## src/rtl/armaria_mem_pkg.sv

```systemverilog
// Shared memory-subsystem definitions: data port widths and the copy-engine state encoding.
package armaria_mem_pkg;

    localparam int DATA_WIDTH  = 32;
    localparam int COUNT_WIDTH = 14;

    typedef enum logic [2:0] {
        COPY_IDLE,
        COPY_READ,
        COPY_LATCH,
        COPY_WRITE,
        COPY_FINISH
    } copy_state_e;

endpackage

```

## src/rtl/memory_port_mux.sv

```systemverilog
// Combinational priority mux for the memory unit data port; the CPU always wins over the engine.
module memory_port_mux #(
    parameter int DATA_WIDTH = 32
) (
    input  logic                  cpu_request_i,
    input  logic [DATA_WIDTH-1:0] cpu_address_i,
    input  logic [DATA_WIDTH-1:0] cpu_write_data_i,
    input  logic                  cpu_write_enable_i,
    input  logic [DATA_WIDTH-1:0] eng_address_i,
    input  logic [DATA_WIDTH-1:0] eng_write_data_i,
    input  logic                  eng_write_enable_i,
    output logic [DATA_WIDTH-1:0] port_address_o,
    output logic [DATA_WIDTH-1:0] port_write_data_o,
    output logic                  port_write_enable_o
);

    assign port_address_o      = cpu_request_i ? cpu_address_i      : eng_address_i;
    assign port_write_data_o   = cpu_request_i ? cpu_write_data_i   : eng_write_data_i;
    assign port_write_enable_o = cpu_request_i ? cpu_write_enable_i : eng_write_enable_i;

endmodule

```

## src/rtl/storage_copy_engine.sv

```systemverilog
// Block-copy sequencer sharing the memory unit data port with the CPU (CPU has strict priority).
module storage_copy_engine #(
    parameter int DATA_WIDTH  = armaria_mem_pkg::DATA_WIDTH,
    parameter int COUNT_WIDTH = armaria_mem_pkg::COUNT_WIDTH
) (
    input  logic                   slow_clock,
    input  logic                   reset,
    input  logic                   start,
    input  logic [DATA_WIDTH-1:0]  src_address,
    input  logic [DATA_WIDTH-1:0]  dst_address,
    input  logic [COUNT_WIDTH-1:0] word_count,
    input  logic                   cpu_request,
    input  logic [DATA_WIDTH-1:0]  cpu_address,
    input  logic [DATA_WIDTH-1:0]  cpu_write_data,
    input  logic                   cpu_write_enable,
    input  logic [DATA_WIDTH-1:0]  data_read_from_memory,
    output logic [DATA_WIDTH-1:0]  original_address,
    output logic [DATA_WIDTH-1:0]  MemOut,
    output logic                   allow_write_on_memory,
    output logic                   busy,
    output logic                   done
);

    import armaria_mem_pkg::*;

    copy_state_e            state_q,  state_d;
    logic [DATA_WIDTH-1:0]  src_q,    src_d;
    logic [DATA_WIDTH-1:0]  dst_q,    dst_d;
    logic [COUNT_WIDTH-1:0] count_q,  count_d;
    logic [DATA_WIDTH-1:0]  buffer_q, buffer_d;
    logic                   busy_q,   busy_d;
    logic                   done_q,   done_d;

    logic [DATA_WIDTH-1:0]  eng_address;
    logic [DATA_WIDTH-1:0]  eng_write_data;
    logic                   eng_write_enable;

    // NOTE: every combinational output gets a default first so no path can infer a latch.
    always_comb begin
        state_d  = state_q;
        src_d    = src_q;
        dst_d    = dst_q;
        count_d  = count_q;
        buffer_d = buffer_q;
        busy_d   = busy_q;
        done_d   = 1'b0;
        case (state_q)
            COPY_IDLE: begin
                if (start) begin
                    src_d   = src_address;
                    dst_d   = dst_address;
                    count_d = word_count;
                    busy_d  = 1'b1;
                    state_d = (word_count == '0) ? COPY_FINISH : COPY_READ;
                end
            end
            COPY_READ: begin
                if (!cpu_request) state_d = COPY_LATCH;
            end
            COPY_LATCH: begin
                // A CPU cycle here overwrote the port address, so the returned word is not ours.
                if (!cpu_request) begin
                    buffer_d = data_read_from_memory;
                    state_d  = COPY_WRITE;
                end else begin
                    state_d = COPY_READ;
                end
            end
            COPY_WRITE: begin
                if (!cpu_request) begin
                    src_d   = src_q + DATA_WIDTH'(1);
                    dst_d   = dst_q + DATA_WIDTH'(1);
                    count_d = count_q - COUNT_WIDTH'(1);
                    if (count_d == '0) begin
                        state_d = COPY_FINISH;
                        busy_d  = 1'b0;
                        done_d  = 1'b1;
                    end else begin
                        state_d = COPY_READ;
                    end
                end
            end
            COPY_FINISH: begin
                // Zero-length copies arrive here still busy and complete one cycle later.
                state_d = COPY_IDLE;
                if (busy_q) begin
                    busy_d = 1'b0;
                    done_d = 1'b1;
                end
            end
            default: state_d = COPY_IDLE;
        endcase
    end

    // NOTE: sequential state uses non-blocking assignments only; buffer is cleared on reset too.
    always_ff @(posedge slow_clock) begin
        if (reset) begin
            state_q  <= COPY_IDLE;
            src_q    <= '0;
            dst_q    <= '0;
            count_q  <= '0;
            buffer_q <= '0;
            busy_q   <= 1'b0;
            done_q   <= 1'b0;
        end else begin
            state_q  <= state_d;
            src_q    <= src_d;
            dst_q    <= dst_d;
            count_q  <= count_d;
            buffer_q <= buffer_d;
            busy_q   <= busy_d;
            done_q   <= done_d;
        end
    end

    // Engine drive is masked during reset so an in-flight copy cannot store in the reset cycle.
    always_comb begin
        eng_address      = '0;
        eng_write_data   = '0;
        eng_write_enable = 1'b0;
        if (!reset) begin
            case (state_q)
                COPY_READ, COPY_LATCH: eng_address = src_q;
                COPY_WRITE: begin
                    eng_address      = dst_q;
                    eng_write_data   = buffer_q;
                    eng_write_enable = 1'b1;
                end
                default: eng_address = '0;
            endcase
        end
    end

    memory_port_mux #(
        .DATA_WIDTH (DATA_WIDTH)
    ) u_port_mux (
        .cpu_request_i       (cpu_request),
        .cpu_address_i       (cpu_address),
        .cpu_write_data_i    (cpu_write_data),
        .cpu_write_enable_i  (cpu_write_enable),
        .eng_address_i       (eng_address),
        .eng_write_data_i    (eng_write_data),
        .eng_write_enable_i  (eng_write_enable),
        .port_address_o      (original_address),
        .port_write_data_o   (MemOut),
        .port_write_enable_o (allow_write_on_memory)
    );

    assign busy = busy_q;
    assign done = done_q;

endmodule

```

## config.mk

```make
export PLATFORM = sky130hd
export DESIGN_NAME = storage_copy_engine
export DESIGN_NICKNAME = d
export VERILOG_FILES = /design/src/rtl/armaria_mem_pkg.sv /design/src/rtl/memory_port_mux.sv /design/src/rtl/storage_copy_engine.sv
export SDC_FILE = /design/constraint.sdc
export NUM_CORES = 1
export LEC_CHECK = 0
export ABC_AREA = 1
export CAP_MARGIN = 30
export CORE_ASPECT_RATIO = 1.25
export CORE_MARGIN = 4
export CORE_UTILIZATION = 45
export DETAILED_ROUTE_END_ITERATION = 12
export HOLD_SLACK_MARGIN = 0.12
export PLACE_DENSITY = 0.8
export SETUP_SLACK_MARGIN = 0.05
export SLEW_MARGIN = 20
export SYNTH_ARGS = -nofsm -noshare
export SYNTH_HDL_FRONTEND = slang
export SYNTH_SLANG_ARGS = --single-unit
```

## constraint.sdc

```tcl
create_clock -name slow_clock -period 3.04 [get_ports slow_clock]
set_input_delay 0.76 -clock slow_clock [delete_from_list [all_inputs] [get_ports slow_clock]]
set_output_delay 0.76 -clock slow_clock [all_outputs]
set_load 0.01 [all_outputs]
```

==> results.cfg, run 1 <==
[layout]
fin_cells = 1653
drive_gt1_share_pct = 7.31
final_common_cell = nand2_1
fin_nets = 1607
fill_cells = 1403
antenna_cells = 0
areaGrowthSynthToFinish_pct = 46.6
layout_common_cells = 260 x nand2_1, 181 x clkdlybuf4s50_1, 168 x nor2_1

[placement]
dp_slack_ns = -0.0925
place_inst = 1618
place.gp.congestion = 0.972
io_buffers = 245
dp_hpwl_um = 20600

[cts]
cts.clk_slew.worst_paths_ns = 0.06
cts_buffers = 17
cts.sinks = 115
clock_latency_ns = 0.42
clockBufferDepth = 2
htree_levels = 4
root_buffer = clkbuf_16
tritoncts = done

[routing]
wl_per_cell_um = 16.9
vias = 9190
firstDrtPassIters = 8
vias_per_cell = 5.56
drt_wl_total_um = 28000
ant_nets = 0
drtIter0Drc = 980
drcViolationCount = 0

[critical_path]
critPathMaxFanout = 17
cp_top_family = buffers and inverters
critical-path-max-stage-delay_ns = 0.54
cp_cell_sequence = buf_2, nor2_2, inv_1, nor2_4, buf_4, clkbuf_16, nand2_1, nand3_1, clkdlybuf4s50_1
arrival_ns = 2.22
crit_type = in -> out
end_kind = primary output
cp_data_required_time_ns = 2.28
path_buf_inv = 5
start_kind = input port
crit_slowest_cell = clkdlybuf4s50_1

[die]
row_count = 52
die_x_um = 124
dieArea_um2 = 18900
die_h_um = 153
ios = 246
coreArea_um2 = 16300
initial_core_util_pct = 46.2

[global_routing]
grt_max_degree = 69
antenna_found_initial = 1
grt_overflow = 0
gr-usage-all-layers_pct = 29.1
first_global_vias = 8708
grt_first_pass_wirelength_um = 44300

[logic_synthesis]
synth_edf_count = 0
post-synth-top-area-fraction_pct = 30.5
yosys.area.top_type = dfxtp_1
yosysUniqueCellTypes = 46
synthCells = 1202
synthFlopType = dfxtp_1
avgSynthCellArea_um2 = 6.28
async_reset_ff_share_pct = 0
synth_seq_cells = 115
syn_nets = 1385
yosysSeqAreaShare_pct = 30.5
synthesis.area_um2 = 7550
ys_warn_count = 0
ys_top_cells_by_area = dfxtp_1 30%, nand2_1 13%, nor2_1 8.5%, o21ai_0 6.7%, nand3_1 5.8%

[sta]
finalCriticalPeriod_ns = 2.98
finalWorstSetupSlack_ns = 0.0609
max_slew.worst_pin.slew_ns = 0.701
fin_hold_ws_ns = 0.466
skew_ns = 0.00651
final_max_slew_viol_count = 0
slew_headroom_pct = 53.3
post-route-period-util_pct = 98.0
hold_viol = 0
setup_viol = 0
clock.fmax_mhz = 336
rsz0062_at_grt = yes

[pwr]
pwr_density_cell_nw_per_um2 = 768
irDropWorstVdd_uv = 410
leakagePower_uw = 0.00500

[min_path]
min_path_type = reg -> reg

[job]
maxCapViolCount = 0

[outcome]
outcome = finished clean
==> per-layer routing <==
metal / part of all wire [%] / up-vias / wire length, um / GRT usage (%)
met2: 50 / 413 / 13900 / 49.1
li1: - / 4523 / - / -
met4: 3.5 / 2 / 987 / 11.5
met3: 8.3 / 73 / 2320 / 7.91
met5: 0.046 / - / 13 / 0
met1: 39 / 4179 / 10800 / 34.7
==> cell type report <==
cell class	count	area [um2]	share of cell area (%)
clock inverter	12	204	1.84
inverter	107	402	3.63
timing repair buffer	275	2870	25.9
sequential	115	2300	20.8
clock buffer	20	457	4.13
tap	216	270	2.44
multi-input combinational	908	4570	41.3
==> power by group <==
| part | internal, uW | switching, uW | total, uW |
|---|---|---|---|
| Combinational | 1430 | 2190 | 3630 |
| Clock | 1500 | 751 | 2250 |
| Sequential | 2050 | 576 | 2630 |
| Total | 4980 | 3520 | 8500 |
==> flip-flops by register name (all words and copies together), names as in the netlist <==
name and flops:
count_q 14, busy 1, dst_q 32, done 1, state_q 3, buffer_q 32
src_q 32
==> worst register-to-register path: stages, from the launching register on <==
cell,delay (ns)
dfxtp_1,0.34
inv_2,0.05
nor2_2,0.15
nand2_4,0.11
inv_2,0.07
buf_4,0.10
buf_4,0.56
nand4_1,0.31
or3_1,0.45
nor2_1,0.12
o21ai_0,0.10
nand2_1,0.07
nor2_1,0.04
==> metrics by stage <==
stage	area, um2	util (%)	setup TNS, ns	power, uW
CTS	10900	66.8	0	8460
global placement	10200	62.7	-0.569	6080
finish	11100	67.8	0	8500
global route	11100	67.8	-0.0225	9130
floorplan	7550	-	0	4930
detailed placement	10300	62.8	-1.04	6210
==> logic make-up (layout without fill, tap and decap cells) <==
logic type      after synthesis  after routing  synth area share, %
fa+ha+maj                     4              4                0.663
xor+xnor                      5              5                0.580
buf+inv                     179            414                 9.28
flops                       115            115                 30.5
simple gates                593            593                 33.9
compound gates              306            306                 25.1
==> cell usage after synthesis, types with 5 or more instances <==
cell type / n
inv_2: 7
nor2_2: 8
nor2_1: 171
dfxtp_1: 115
o21ai_1: 9
o211ai_1: 30
clkbuf_1: 46
buf_2: 17
buf_1: 7
nor3_1: 20
a31oi_1: 8
a221oi_1: 5
nand4_1: 17
or2_2: 6
a211oi_1: 10
nand3_1: 88
o21ai_0: 101
inv_1: 99
o22ai_1: 8
a22o_1: 32
a311oi_1: 5
nand2_1: 260
a21oi_1: 81
==> final timing paths <==
check,startpoint,end,slack (ns),depth (start not counted)
hold reg to reg,dst_q[31],dst_q[31],0.47,2
setup / recovery,cpu_request,original_address[3],0.06,9
setup reg to reg,state_q[1],src_q[15],0.46,12
hold / removal,dst_q[31],dst_q[31],0.47,2
==> timing repair <==
item | CTS | global route
pin swaps | 0 | 2
buffers inserted | 0 | 2
gates resized for setup | 20 | 47
setup endpoints to repair | 55 | 42
cloned | 0 | 1
hold buffers | 0 | 0
Power figures use the tool's default switching activity.
==> run 2: changes to the inputs <==
--- a/config.mk
+++ b/config.mk
@@ -8,7 +8,7 @@
 export ABC_AREA = 1
 export CAP_MARGIN = 30
 export CORE_ASPECT_RATIO = 1.25
-export CORE_MARGIN = 4
+export CORE_MARGIN = 10
 export CORE_UTILIZATION = 45
 export DETAILED_ROUTE_END_ITERATION = 12
 export HOLD_SLACK_MARGIN = 0.12
==> run 2 against run 1 <==
Power decreased by 1.3%; register-to-register slack got worse by 0.11 ns; clock power decreased by 4%; non-clock buffer count decreased by 2; utilization decreased by 0.29 points; highest routed layer is now met4; wire length increased by 9.3%; clock skew about the same.
==> results.cfg, run 2 (same netlist as run 1, synthesis figures left out) <==
[sta]
setup_viol = 0
hold_viol = 0
fin_hold_ws_ns = 0.465
slew_headroom_pct = 51.7
post-route-period-util_pct = 94.5
skew_ns = 0.00621
final_max_slew_viol_count = 0
clock.fmax_mhz = 348
max_slew.worst_pin.slew_ns = 0.723
rsz0062_at_grt = no
finalCriticalPeriod_ns = 2.87

[cts]
clock_latency_ns = 0.42
tritoncts = done
ctsHoldBuffers = 0
cts.clk_slew.worst_paths_ns = 0.06
cts.sinks = 115
htree_levels = 4
root_buffer = clkbuf_16
clockBufferDepth = 2
cts_buffers = 17

[layout]
areaGrowthSynthToFinish_pct = 45.9
layout_common_cells = 258 x nand2_1, 179 x clkdlybuf4s50_1, 168 x nor2_1
fin_nets = 1605
multi_input_comb_area_um2 = 4580
drive_gt1_share_pct = 7.32
final_common_cell = nand2_1
reg_top3 = buffer_q x32, dst_q x32, src_q x32
fin_util_pct = 67.5
fin_cells = 1655
fill_cells = 1437
seq_area_um2 = 2300

[placement]
dp_hpwl_um = 22200
place_inst = 1614
place.gp.congestion = 0.947
io_buffers = 245

[routing]
drt_wl_total_um = 30600
drcViolationCount = 0
vias = 9235
ant_nets = 0
vias_per_cell = 5.58
firstDrtPassIters = 5
drtIter0Drc = 939
wl_per_cell_um = 18.5

[pwr]
clkPwrFrac_pct = 25.7
leakagePower_uw = 0.00491
pwr_density_cell_nw_per_um2 = 762
swShare_pct = 42.1
combPwrFrac_pct = 43.0
switchingPower_uw = 3530
irDropWorstVdd_uv = 552
p_total_uw = 8400
seqPwrFrac_pct = 31.4
power.internal_uw = 4860

[global_routing]
met3_usage_pct = 7.45
grt_first_pass_wirelength_um = 47300
grtUsageMet2_pct = 46.6
top_usage_layer = met2
gr-usage-all-layers_pct = 26.2
grt_overflow = 0
use_met1_pct = 29.3
grt_max_degree = 71
antenna_found_initial = 3
first_global_vias = 8966

[critical_path]
r2r-end = src_q[24]
crit_type = in -> out
worstReg2RegStart = state_q[1]
end_kind = primary output
reg2reg_slack_ns = 0.35
cp_data_required_time_ns = 2.28
critPathMaxFanout = 18
arrival_ns = 2.11
worstSetupStartpoint = cpu_request
start_kind = input port
r2r_cells = 11

[die]
ios = 246
initial_core_util_pct = 46.2
dieArea_um2 = 22400
row_count = 52
die_h_um = 165
die_x_um = 136
coreArea_um2 = 16300

[min_path]
hold_depth = 2
hold_path_end = dst_q[16]
min_path_type = reg -> reg
worstHoldStart = dst_q[16]

[outcome]
outcome = finished clean

[job]
maxCapViolCount = 0
==> run 2: per-layer routing <==
metal / routed length [um] / share of wire [%] / vias up
li1: - / - / 4521
met1: 11600 / 38 / 4255
met2: 15600 / 51 / 404
met3: 2640 / 8.6 / 55
met4: 755 / 2.5 / 0
met5: 0 / 0 / -
==> run 2: timing repair <==
item                       in CTS  in global routing
pin swaps                       1                  0
cloned                          1                  1
buffers inserted                1                  2
gates resized for setup        31                 41
setup endpoints to repair      33                 38
==> run 2: worst max-delay path: stages <==
cell and delay (ns):
buf_2 0.13, nor2_2 0.15, inv_1 0.10, nor2_4 0.11, buf_12 0.14, buf_4 0.15
buf_16 0.16, a22o_1 0.13, dlygate4sd2_1 0.28
==> run 2: through the flow <==
stage | setup slack, ns | area, um2 | TNS, ns
floorplan | 0.376 | 7550 | 0
global placement | -0.0361 | 10200 | -0.430
detailed placement | -0.0764 | 10200 | -1.16
CTS | 0.0527 | 10800 | 0
global route | 0.108 | 11000 | 0
finish | 0.168 | 11000 | 0
==> run 2: power groups by stage <==
stage               clock network (uW)  registers, uW  logic (uW)
detailed placement                   0           2620        3530
global route                      2250           2700        4050
global placement                     0           2620        3460
finish                            2150           2640        3610
CTS                               2160           2610        3560
floorplan                            0           2450        2490
==> run 2: layout make-up <==
cell class / instances / share of cell area, %
multi-input combinational: 908 / 41.5
timing repair buffer: 273 / 25.7
sequential: 115 / 20.9
clock buffer: 21 / 4.27
inverter: 107 / 3.69
tap: 216 / 2.45
clock inverter: 10 / 1.41
antenna: 5 / 0.114
==> run 2: worst max-delay path by stage <==
stage,end,depth (start not counted)
finish,MemOut[27],9
global route,MemOut[5],9
global placement,original_address[30],7
CTS,original_address[16],7
floorplan,MemOut[10],7
detailed placement,original_address[31],7
